[src/rtl/rv32_decode_pkg.sv]
// Shared RV32I(+M) decode definitions: opcodes, funct7 values, instruction IDs,
// the decoded-beat record and the immediate builder.
package rv32_decode_pkg;

  localparam logic [6:0] OPC_OP     = 7'b0110011;
  localparam logic [6:0] OPC_OP_IMM = 7'b0010011;
  localparam logic [6:0] OPC_LOAD   = 7'b0000011;
  localparam logic [6:0] OPC_STORE  = 7'b0100011;
  localparam logic [6:0] OPC_BRANCH = 7'b1100011;
  localparam logic [6:0] OPC_JAL    = 7'b1101111;
  localparam logic [6:0] OPC_JALR   = 7'b1100111;
  localparam logic [6:0] OPC_LUI    = 7'b0110111;
  localparam logic [6:0] OPC_AUIPC  = 7'b0010111;
  localparam logic [6:0] OPC_SYSTEM = 7'b1110011;

  localparam logic [6:0] F7_BASE   = 7'h00;
  localparam logic [6:0] F7_ALT    = 7'h20;
  localparam logic [6:0] F7_MULDIV = 7'h01;

  typedef enum logic [5:0] {
    ID_ILLEGAL = 6'd0,
    ID_ADD, ID_SUB, ID_SLL, ID_SLT, ID_SLTU, ID_XOR, ID_SRL, ID_SRA, ID_OR, ID_AND,
    ID_ADDI, ID_SLTI, ID_SLTIU, ID_XORI, ID_ORI, ID_ANDI, ID_SLLI, ID_SRLI, ID_SRAI,
    ID_LB, ID_LH, ID_LW, ID_LBU, ID_LHU,
    ID_SB, ID_SH, ID_SW,
    ID_BEQ, ID_BNE, ID_BLT, ID_BGE, ID_BLTU, ID_BGEU,
    ID_LUI, ID_AUIPC, ID_JAL, ID_JALR,
    ID_ECALL, ID_EBREAK,
    ID_MUL, ID_MULH, ID_MULHSU, ID_MULHU, ID_DIV, ID_DIVU, ID_REM, ID_REMU
  } id_e;

  typedef enum logic [2:0] {
    IMM_NONE, IMM_I, IMM_S, IMM_B, IMM_U, IMM_J
  } imm_fmt_e;

  typedef struct packed {
    id_e         id;
    logic [4:0]  rd;
    logic [4:0]  rs1;
    logic [4:0]  rs2;
    logic [31:0] imm;
    logic        rd_we;
    logic        rs1_used;
    logic        rs2_used;
    logic        illegal;
  } dec_t;

  function automatic logic [31:0] imm_gen(input logic [31:0] i, input imm_fmt_e f);
    logic [31:0] v;
    case (f)
      IMM_I:   v = {{20{i[31]}}, i[31:20]};
      IMM_S:   v = {{20{i[31]}}, i[31:25], i[11:7]};
      IMM_B:   v = {{19{i[31]}}, i[31], i[7], i[30:25], i[11:8], 1'b0};
      IMM_U:   v = {i[31:12], 12'b0};
      IMM_J:   v = {{11{i[31]}}, i[31], i[19:12], i[20], i[30:21], 1'b0};
      default: v = 32'h0;
    endcase
    return v;
  endfunction

endpackage

[src/rtl/rv32_decode_comb.sv]
// Purely combinational RV32I(+M) decoder; any unmatched encoding yields ID_ILLEGAL
// with all usage flags and the immediate forced to zero.
module rv32_decode_comb
  import rv32_decode_pkg::*;
#(
  parameter bit ENABLE_M = 1'b1
) (
  input  logic [31:0] i_instr,
  output dec_t        o_dec
);

  logic [6:0] w_opc;
  logic [6:0] w_f7;
  logic [2:0] w_f3;
  logic [4:0] w_rd;
  id_e        w_id;
  imm_fmt_e   w_fmt;
  logic       w_wr;
  logic       w_use1;
  logic       w_use2;
  logic       w_ill;

  assign w_opc = i_instr[6:0];
  assign w_f3  = i_instr[14:12];
  assign w_f7  = i_instr[31:25];
  assign w_rd  = i_instr[11:7];

  always_comb begin
    w_id   = ID_ILLEGAL;
    w_fmt  = IMM_NONE;
    w_wr   = 1'b0;
    w_use1 = 1'b0;
    w_use2 = 1'b0;
    case (w_opc)
      OPC_OP: begin
        w_wr   = 1'b1;
        w_use1 = 1'b1;
        w_use2 = 1'b1;
        if (w_f7 == F7_BASE) begin
          case (w_f3)
            3'd0:    w_id = ID_ADD;
            3'd1:    w_id = ID_SLL;
            3'd2:    w_id = ID_SLT;
            3'd3:    w_id = ID_SLTU;
            3'd4:    w_id = ID_XOR;
            3'd5:    w_id = ID_SRL;
            3'd6:    w_id = ID_OR;
            default: w_id = ID_AND;
          endcase
        end else if (w_f7 == F7_ALT) begin
          case (w_f3)
            3'd0:    w_id = ID_SUB;
            3'd5:    w_id = ID_SRA;
            default: w_id = ID_ILLEGAL;
          endcase
        end else if (ENABLE_M && (w_f7 == F7_MULDIV)) begin
          case (w_f3)
            3'd0:    w_id = ID_MUL;
            3'd1:    w_id = ID_MULH;
            3'd2:    w_id = ID_MULHSU;
            3'd3:    w_id = ID_MULHU;
            3'd4:    w_id = ID_DIV;
            3'd5:    w_id = ID_DIVU;
            3'd6:    w_id = ID_REM;
            default: w_id = ID_REMU;
          endcase
        end
      end
      OPC_OP_IMM: begin
        w_wr   = 1'b1;
        w_use1 = 1'b1;
        w_fmt  = IMM_I;
        case (w_f3)
          3'd0: w_id = ID_ADDI;
          3'd2: w_id = ID_SLTI;
          3'd3: w_id = ID_SLTIU;
          3'd4: w_id = ID_XORI;
          3'd6: w_id = ID_ORI;
          3'd7: w_id = ID_ANDI;
          3'd1: w_id = (w_f7 == F7_BASE) ? ID_SLLI : ID_ILLEGAL;
          default: begin
            if (w_f7 == F7_BASE)     w_id = ID_SRLI;
            else if (w_f7 == F7_ALT) w_id = ID_SRAI;
          end
        endcase
      end
      OPC_LOAD: begin
        w_wr   = 1'b1;
        w_use1 = 1'b1;
        w_fmt  = IMM_I;
        case (w_f3)
          3'd0:    w_id = ID_LB;
          3'd1:    w_id = ID_LH;
          3'd2:    w_id = ID_LW;
          3'd4:    w_id = ID_LBU;
          3'd5:    w_id = ID_LHU;
          default: w_id = ID_ILLEGAL;
        endcase
      end
      OPC_STORE: begin
        w_use1 = 1'b1;
        w_use2 = 1'b1;
        w_fmt  = IMM_S;
        case (w_f3)
          3'd0:    w_id = ID_SB;
          3'd1:    w_id = ID_SH;
          3'd2:    w_id = ID_SW;
          default: w_id = ID_ILLEGAL;
        endcase
      end
      OPC_BRANCH: begin
        w_use1 = 1'b1;
        w_use2 = 1'b1;
        w_fmt  = IMM_B;
        case (w_f3)
          3'd0:    w_id = ID_BEQ;
          3'd1:    w_id = ID_BNE;
          3'd4:    w_id = ID_BLT;
          3'd5:    w_id = ID_BGE;
          3'd6:    w_id = ID_BLTU;
          3'd7:    w_id = ID_BGEU;
          default: w_id = ID_ILLEGAL;
        endcase
      end
      OPC_JAL: begin
        w_wr  = 1'b1;
        w_fmt = IMM_J;
        w_id  = ID_JAL;
      end
      OPC_JALR: begin
        w_wr   = 1'b1;
        w_use1 = 1'b1;
        w_fmt  = IMM_I;
        if (w_f3 == 3'd0) w_id = ID_JALR;
      end
      OPC_LUI: begin
        w_wr  = 1'b1;
        w_fmt = IMM_U;
        w_id  = ID_LUI;
      end
      OPC_AUIPC: begin
        w_wr  = 1'b1;
        w_fmt = IMM_U;
        w_id  = ID_AUIPC;
      end
      OPC_SYSTEM: begin
        // rd/rs1 fields are not qualified; only funct3 and imm[11:0] select the op
        w_fmt = IMM_I;
        if (w_f3 == 3'd0) begin
          if (i_instr[31:20] == 12'd0)      w_id = ID_ECALL;
          else if (i_instr[31:20] == 12'd1) w_id = ID_EBREAK;
        end
      end
      default: w_id = ID_ILLEGAL;
    endcase
  end

  assign w_ill = (w_id == ID_ILLEGAL);

  assign o_dec.id       = w_id;
  assign o_dec.rd       = w_rd;
  assign o_dec.rs1      = i_instr[19:15];
  assign o_dec.rs2      = i_instr[24:20];
  assign o_dec.imm      = w_ill ? 32'h0 : imm_gen(i_instr, w_fmt);
  assign o_dec.rd_we    = w_wr && !w_ill && (w_rd != 5'd0);
  assign o_dec.rs1_used = w_use1 && !w_ill;
  assign o_dec.rs2_used = w_use2 && !w_ill;
  assign o_dec.illegal  = w_ill;

endmodule

[src/rtl/rv32_decode_stage.sv]
// Registered decode stage: combinational decoder feeding an output register backed
// by a one-entry skid buffer so that in_ready can come straight from a flop.
module rv32_decode_stage
  import rv32_decode_pkg::*;
#(
  parameter int XLEN     = 32,
  parameter bit ENABLE_M = 1'b1,
  parameter int ID_W     = 6
) (
  input  logic            i_clk,
  input  logic            i_rst,
  input  logic            i_flush,
  input  logic            i_in_valid,
  output logic            o_in_ready,
  input  logic [31:0]     i_in_instr,
  input  logic [XLEN-1:0] i_in_pc,
  output logic            o_out_valid,
  input  logic            i_out_ready,
  output logic [XLEN-1:0] o_out_pc,
  output logic [ID_W-1:0] o_out_id,
  output logic [4:0]      o_out_rd,
  output logic [4:0]      o_out_rs1,
  output logic [4:0]      o_out_rs2,
  output logic [31:0]     o_out_imm,
  output logic            o_out_rd_we,
  output logic            o_out_rs1_used,
  output logic            o_out_rs2_used,
  output logic            o_out_illegal
);

  dec_t            w_dec;
  logic            w_in_fire;
  logic            w_out_load;
  logic            w_skid_next;

  logic            r_in_ready;
  logic            r_out_valid;
  dec_t            r_out_dec;
  logic [XLEN-1:0] r_out_pc;
  logic            r_skid_valid;
  dec_t            r_skid_dec;
  logic [XLEN-1:0] r_skid_pc;

  rv32_decode_comb #(.ENABLE_M(ENABLE_M)) u_dec (
    .i_instr (i_in_instr),
    .o_dec   (w_dec)
  );

  assign w_in_fire  = i_in_valid && r_in_ready;
  assign w_out_load = !r_out_valid || i_out_ready;
  // The skid only fills while the output is stalled; it empties on the next load.
  assign w_skid_next = r_skid_valid ? !w_out_load : (w_in_fire && !w_out_load);

  always_ff @(posedge i_clk) begin
    if (i_rst) begin
      r_in_ready   <= 1'b0;
      r_out_valid  <= 1'b0;
      r_out_dec    <= '0;
      r_out_pc     <= '0;
      r_skid_valid <= 1'b0;
      r_skid_dec   <= '0;
      r_skid_pc    <= '0;
    end else if (i_flush) begin
      r_in_ready   <= 1'b1;
      r_out_valid  <= 1'b0;
      r_skid_valid <= 1'b0;
    end else begin
      r_skid_valid <= w_skid_next;
      r_in_ready   <= !w_skid_next;
      if (w_out_load) begin
        if (r_skid_valid) begin
          r_out_dec   <= r_skid_dec;
          r_out_pc    <= r_skid_pc;
          r_out_valid <= 1'b1;
        end else if (w_in_fire) begin
          r_out_dec   <= w_dec;
          r_out_pc    <= i_in_pc;
          r_out_valid <= 1'b1;
        end else begin
          r_out_valid <= 1'b0;
        end
      end else if (w_in_fire) begin
        r_skid_dec <= w_dec;
        r_skid_pc  <= i_in_pc;
      end
    end
  end

  assign o_in_ready     = r_in_ready;
  assign o_out_valid    = r_out_valid;
  assign o_out_pc       = r_out_pc;
  assign o_out_id       = ID_W'(r_out_dec.id);
  assign o_out_rd       = r_out_dec.rd;
  assign o_out_rs1      = r_out_dec.rs1;
  assign o_out_rs2      = r_out_dec.rs2;
  assign o_out_imm      = r_out_dec.imm;
  assign o_out_rd_we    = r_out_dec.rd_we;
  assign o_out_rs1_used = r_out_dec.rs1_used;
  assign o_out_rs2_used = r_out_dec.rs2_used;
  assign o_out_illegal  = r_out_dec.illegal;

endmodule

[config.mk]
export PLATFORM = sky130hd
export DESIGN_NAME = rv32_decode_stage
export DESIGN_NICKNAME = d
export VERILOG_FILES = /design/src/rtl/rv32_decode_pkg.sv /design/src/rtl/rv32_decode_comb.sv /design/src/rtl/rv32_decode_stage.sv
export SDC_FILE = /design/constraint.sdc
export NUM_CORES = 1
export LEC_CHECK = 0
export CAP_MARGIN = 20
export CORE_MARGIN = 2
export CORE_UTILIZATION = 40
export DETAILED_ROUTE_END_ITERATION = 10
export PLACE_DENSITY = 0.67
export SYNTH_ARGS = -nofsm -noshare
export SYNTH_HDL_FRONTEND = slang
export SYNTH_SLANG_ARGS = --single-unit
[constraint.sdc]
create_clock -name i_clk -period 2.75 [get_ports i_clk]
set_input_delay 0.4125 -clock i_clk [delete_from_list [all_inputs] [get_ports i_clk]]
set_output_delay 0.4125 -clock i_clk [all_outputs]
set_load 0.03 [all_outputs]
==> flow_summary_export.csv <==
group,metric,value,unit
sta,worst_slack,0.114,ns
layout,fin_nets,1256,
sta,slew_headroom,33.9,%
placement,place_hpwl,16700,um
die,die_y,147,um
die,initial_core_util,40.7,%
die,die_w,147,um
detailed_routing,ant_nets,0,
cts,cts_htree_levels,4,
setup_path,cp-start-kind,"input pin",
sta,min_period_over_period,95.8,%
detailed_routing,wl,24800,um
sta,tightest_slew,0.988,ns
sta,setup_viol,0,
setup_path,criticalPathCategory,"in -> reg",
power,ir_drop,0.415,mV
sta,rsz0062_at_grt,"yes",
sta,max_freq,379,MHz
power,p_switching,1640,uW
placement,portBuffers,159,
cts,cts.sinks,181,
setup_path,worst_setup_path_end_kind,"flop",
setup_path,crit_arrival,3.00,ns
job,max_cap_violations,0,
power,switching_share,27.1,%
setup_path,slowest_delay,0.48,ns
die,io_pins,160,
detailed_routing,drtIter0Drc,604,
placement,placed_cell_area,10600,um2
sta,fin_setup_tns,0,ns
logic_synthesis,synth_seq_cells,181,
detailed_routing,first_pass_iters,5,
grt,track_usage,22.9,%
power,power_density,539,nW/um2
logic_synthesis,yosys_warnings,0,
layout,final_cell_area,11200,um2
cts,cts_tree,"built",
detailed_routing,vias_per_cell,5.42,
layout,syn2layout_area_growth,36.7,%
power,intPower,4420,uW
logic_synthesis,synth-seq-area-share,44.0,%
logic_synthesis,synth_area,8230,um2
placement,dp_cells,1437,
status,outcome,"finished clean",
power,seqPwrFrac,44.8,%
cts,clk_latency,0.43,ns
layout,fin_cells,1470,
power,share_comb_of_total_power,13.4,%
die,die_area,21700,um2
grt,antenna_found_initial,0,
power,pwr-share-clk,41.8,%
detailed_routing,vias,7962,
detailed_routing,route.detailed.drc,0,
layout,drive_above_1_share,12.9,%
logic_synthesis,synth_cell_type_count,58,
cts,root_buffer,"clkbuf_16",
grt,grt-ovfl-total,0,
grt,grt_max_degree,118,
hold_path,hp-class,"reg -> reg",
cts,path_clk_slew,0.07,ns
cts,cts_buffers,17,
logic_synthesis,async_flop_share,0,%
grt,grt_pass1_vias,7462,
die,num_rows,52,
logic_synthesis,synth_ff_type,"dfxtp_1",
grt,grt_pass1_wl,40300,um
layout,antenna_cells,0,
sta,skew,0.0142,ns
power,power.leakage,0.00393,uW
sta,min_period,2.64,ns
setup_path,path_cells,"clkdlybuf4s50_1 > or3_4 > nor3_4 > buf_4 > nand4_2 > o21ai_0 > nor4_2 > nand3b_4 > nor4b_4 > buf_12 > a22o_1",
die,coreArea,20200,um2
setup_path,required,3.12,ns
placement,place_congestion,0.900,
logic_synthesis,synth_edf_count,0,
placement,pre_cts_slack,-0.417,ns
layout,post-route-util,55.6,%
logic_synthesis,synth_cells,1010,
setup_path,slowest_stage,"clkdlybuf4s50_1",
detailed_routing,wl_per_cell,16.9,um
sta,hold_viol,0,
sta,slew_violations,0,
logic_synthesis,avgSynthCellArea,8.15,um2
setup_path,cp_max_fo,12,
cts,cts_buffer_depth,2,
logic_synthesis,synth_nets,1079,
stage by stage:
stage                     hold WS, ns  power [uW]
after floorplan                 0.432        3180
after global placement          0.438        3580
after detailed placement        0.446        3580
after CTS                       0.456        6110
after global routing            0.473        6300
final                           0.454        6060
kinds of logic (layout without fill, tap and decap cells):
kind of cell / after synthesis / after routing / synth area share (%)
xor gates and xnor gates: 1 / 1 / 0.106
buffers and inverters: 103 / 293 / 5.35
and+or+nand+nor: 412 / 412 / 23.1
AOI/OAI and AO/OA: 260 / 260 / 21.0
muxes: 53 / 53 / 6.46
DFF: 181 / 181 / 44.0
final cells by class:
type                            count  area [um2]
Inverter                            6        22.5
Fill cell                        1903        8990
Timing Repair Buffer              255        2420
Clock inverter                     15         184
Multi-Input combinational cell    726        4230
Tap cell                          270         338
Sequential cell                   181        3630
Clock buffer                       17         425
power by group through the flow:
| stage | logic, uW | registers (uW) | clock network [uW] |
|---|---|---|---|
| after global routing | 872 | 2720 | 2710 |
| after floorplan | 291 | 2880 | 0 |
| after global placement | 799 | 2780 | 0 |
| final | 811 | 2720 | 2540 |
| after detailed placement | 800 | 2780 | 0 |
| after CTS | 804 | 2720 | 2590 |
cell usage after synthesis, types with 3 or more instances:
cell | instances | area share, %
dfxtp_1 | 181 | 44
nor2_1 | 153 | 7.0
nand2_1 | 138 | 6.3
a21oi_1 | 95 | 5.8
clkbuf_1 | 65 | 3.0
a211oi_1 | 62 | 5.7
mux2i_1 | 52 | 6.3
nor3_1 | 29 | 1.8
nand3_1 | 26 | 1.6
a22o_1 | 17 | 1.8
a22oi_1 | 16 | 1.5
buf_2 | 16 | 0.97
a221oi_1 | 15 | 1.6
o21ai_0 | 13 | 0.79
a31oi_1 | 11 | 0.84
nand4_1 | 11 | 0.84
buf_1 | 10 | 0.46
a21o_1 | 9 | 0.82
nand4b_1 | 9 | 0.96
nor4_1 | 9 | 0.68
nor2b_1 | 7 | 0.53
inv_1 | 6 | 0.27
nand2b_1 | 6 | 0.46
a32oi_1 | 5 | 0.53
nor3_2 | 4 | 0.49
or3_1 | 4 | 0.30
buf_4 | 3 | 0.27
buf_6 | 3 | 0.41
sequential cells by signal, indices dropped and copies added (netlist names):
register	count
o_out_rs2_used	1
o_out_rd	5
o_out_illegal	1
o_out_rs1_used	1
o_in_ready	1
r_skid_valid	1
o_out_pc	32
r_skid_pc	32
o_out_rs2	5
o_out_rd_we	1
o_out_imm	32
o_out_id	6
o_out_valid	1
o_out_rs1	5
r_skid_dec	57
critical path: cells and delay by family:
kind                   cells  cell delay [ns]
AO/OA/AOI/OAI              2             0.41
AND/OR/NAND/NOR            6             1.35
buffers and inverters      3             0.82
per-layer routing:
| layer | track usage (%) | vias to the layer above | share of wire, % |
|---|---|---|---|
| met5 | 0 | - | 0 |
| met4 | 5.77 | 0 | 1.6 |
| met3 | 3.98 | 32 | 5.2 |
| met2 | 35.0 | 214 | 46 |
| met1 | 33.5 | 3763 | 47 |
| li1 | - | 3953 | - |
cells in the final DEF (no fill, tap or decap), types with 13 or more instances in the layout:
master | netlist | final
dfxtp_1 | 181 | 180
clkdlybuf4s50_1 | 0 | 157
nor2_1 | 153 | 153
nand2_1 | 138 | 138
a21oi_1 | 95 | 95
buf_4 | 3 | 88
a211oi_1 | 62 | 62
mux2i_1 | 52 | 52
nor3_1 | 29 | 27
nand3_1 | 26 | 26
a22o_1 | 17 | 17
clkbuf_16 | 0 | 17
a22oi_1 | 16 | 16
o21ai_0 | 13 | 13
path summary, 6_finish.rpt:
check	cells past startpoint	to	slack (ns)	start
max	11	r_skid_dec[19]$_SDFFE_PP0P_	0.11	i_in_instr[25]
min	2	r_skid_pc[1]$_SDFFE_PP0P_	0.45	r_skid_pc[1]$_SDFFE_PP0P_
max reg2reg	6	o_out_imm[10]$_SDFFE_PP0P_	0.89	r_skid_valid$_SDFF_PP0_
min reg2reg	2	r_skid_pc[1]$_SDFFE_PP0P_	0.45	r_skid_pc[1]$_SDFFE_PP0P_
repair_timing:
action | in CTS | in global routing
setup endpoints to repair | 0 | 46
hold buffers | 0 | 0
resized for setup | 0 | 10
setup buffers | 0 | 1
(Power assumes the default switching activity.)
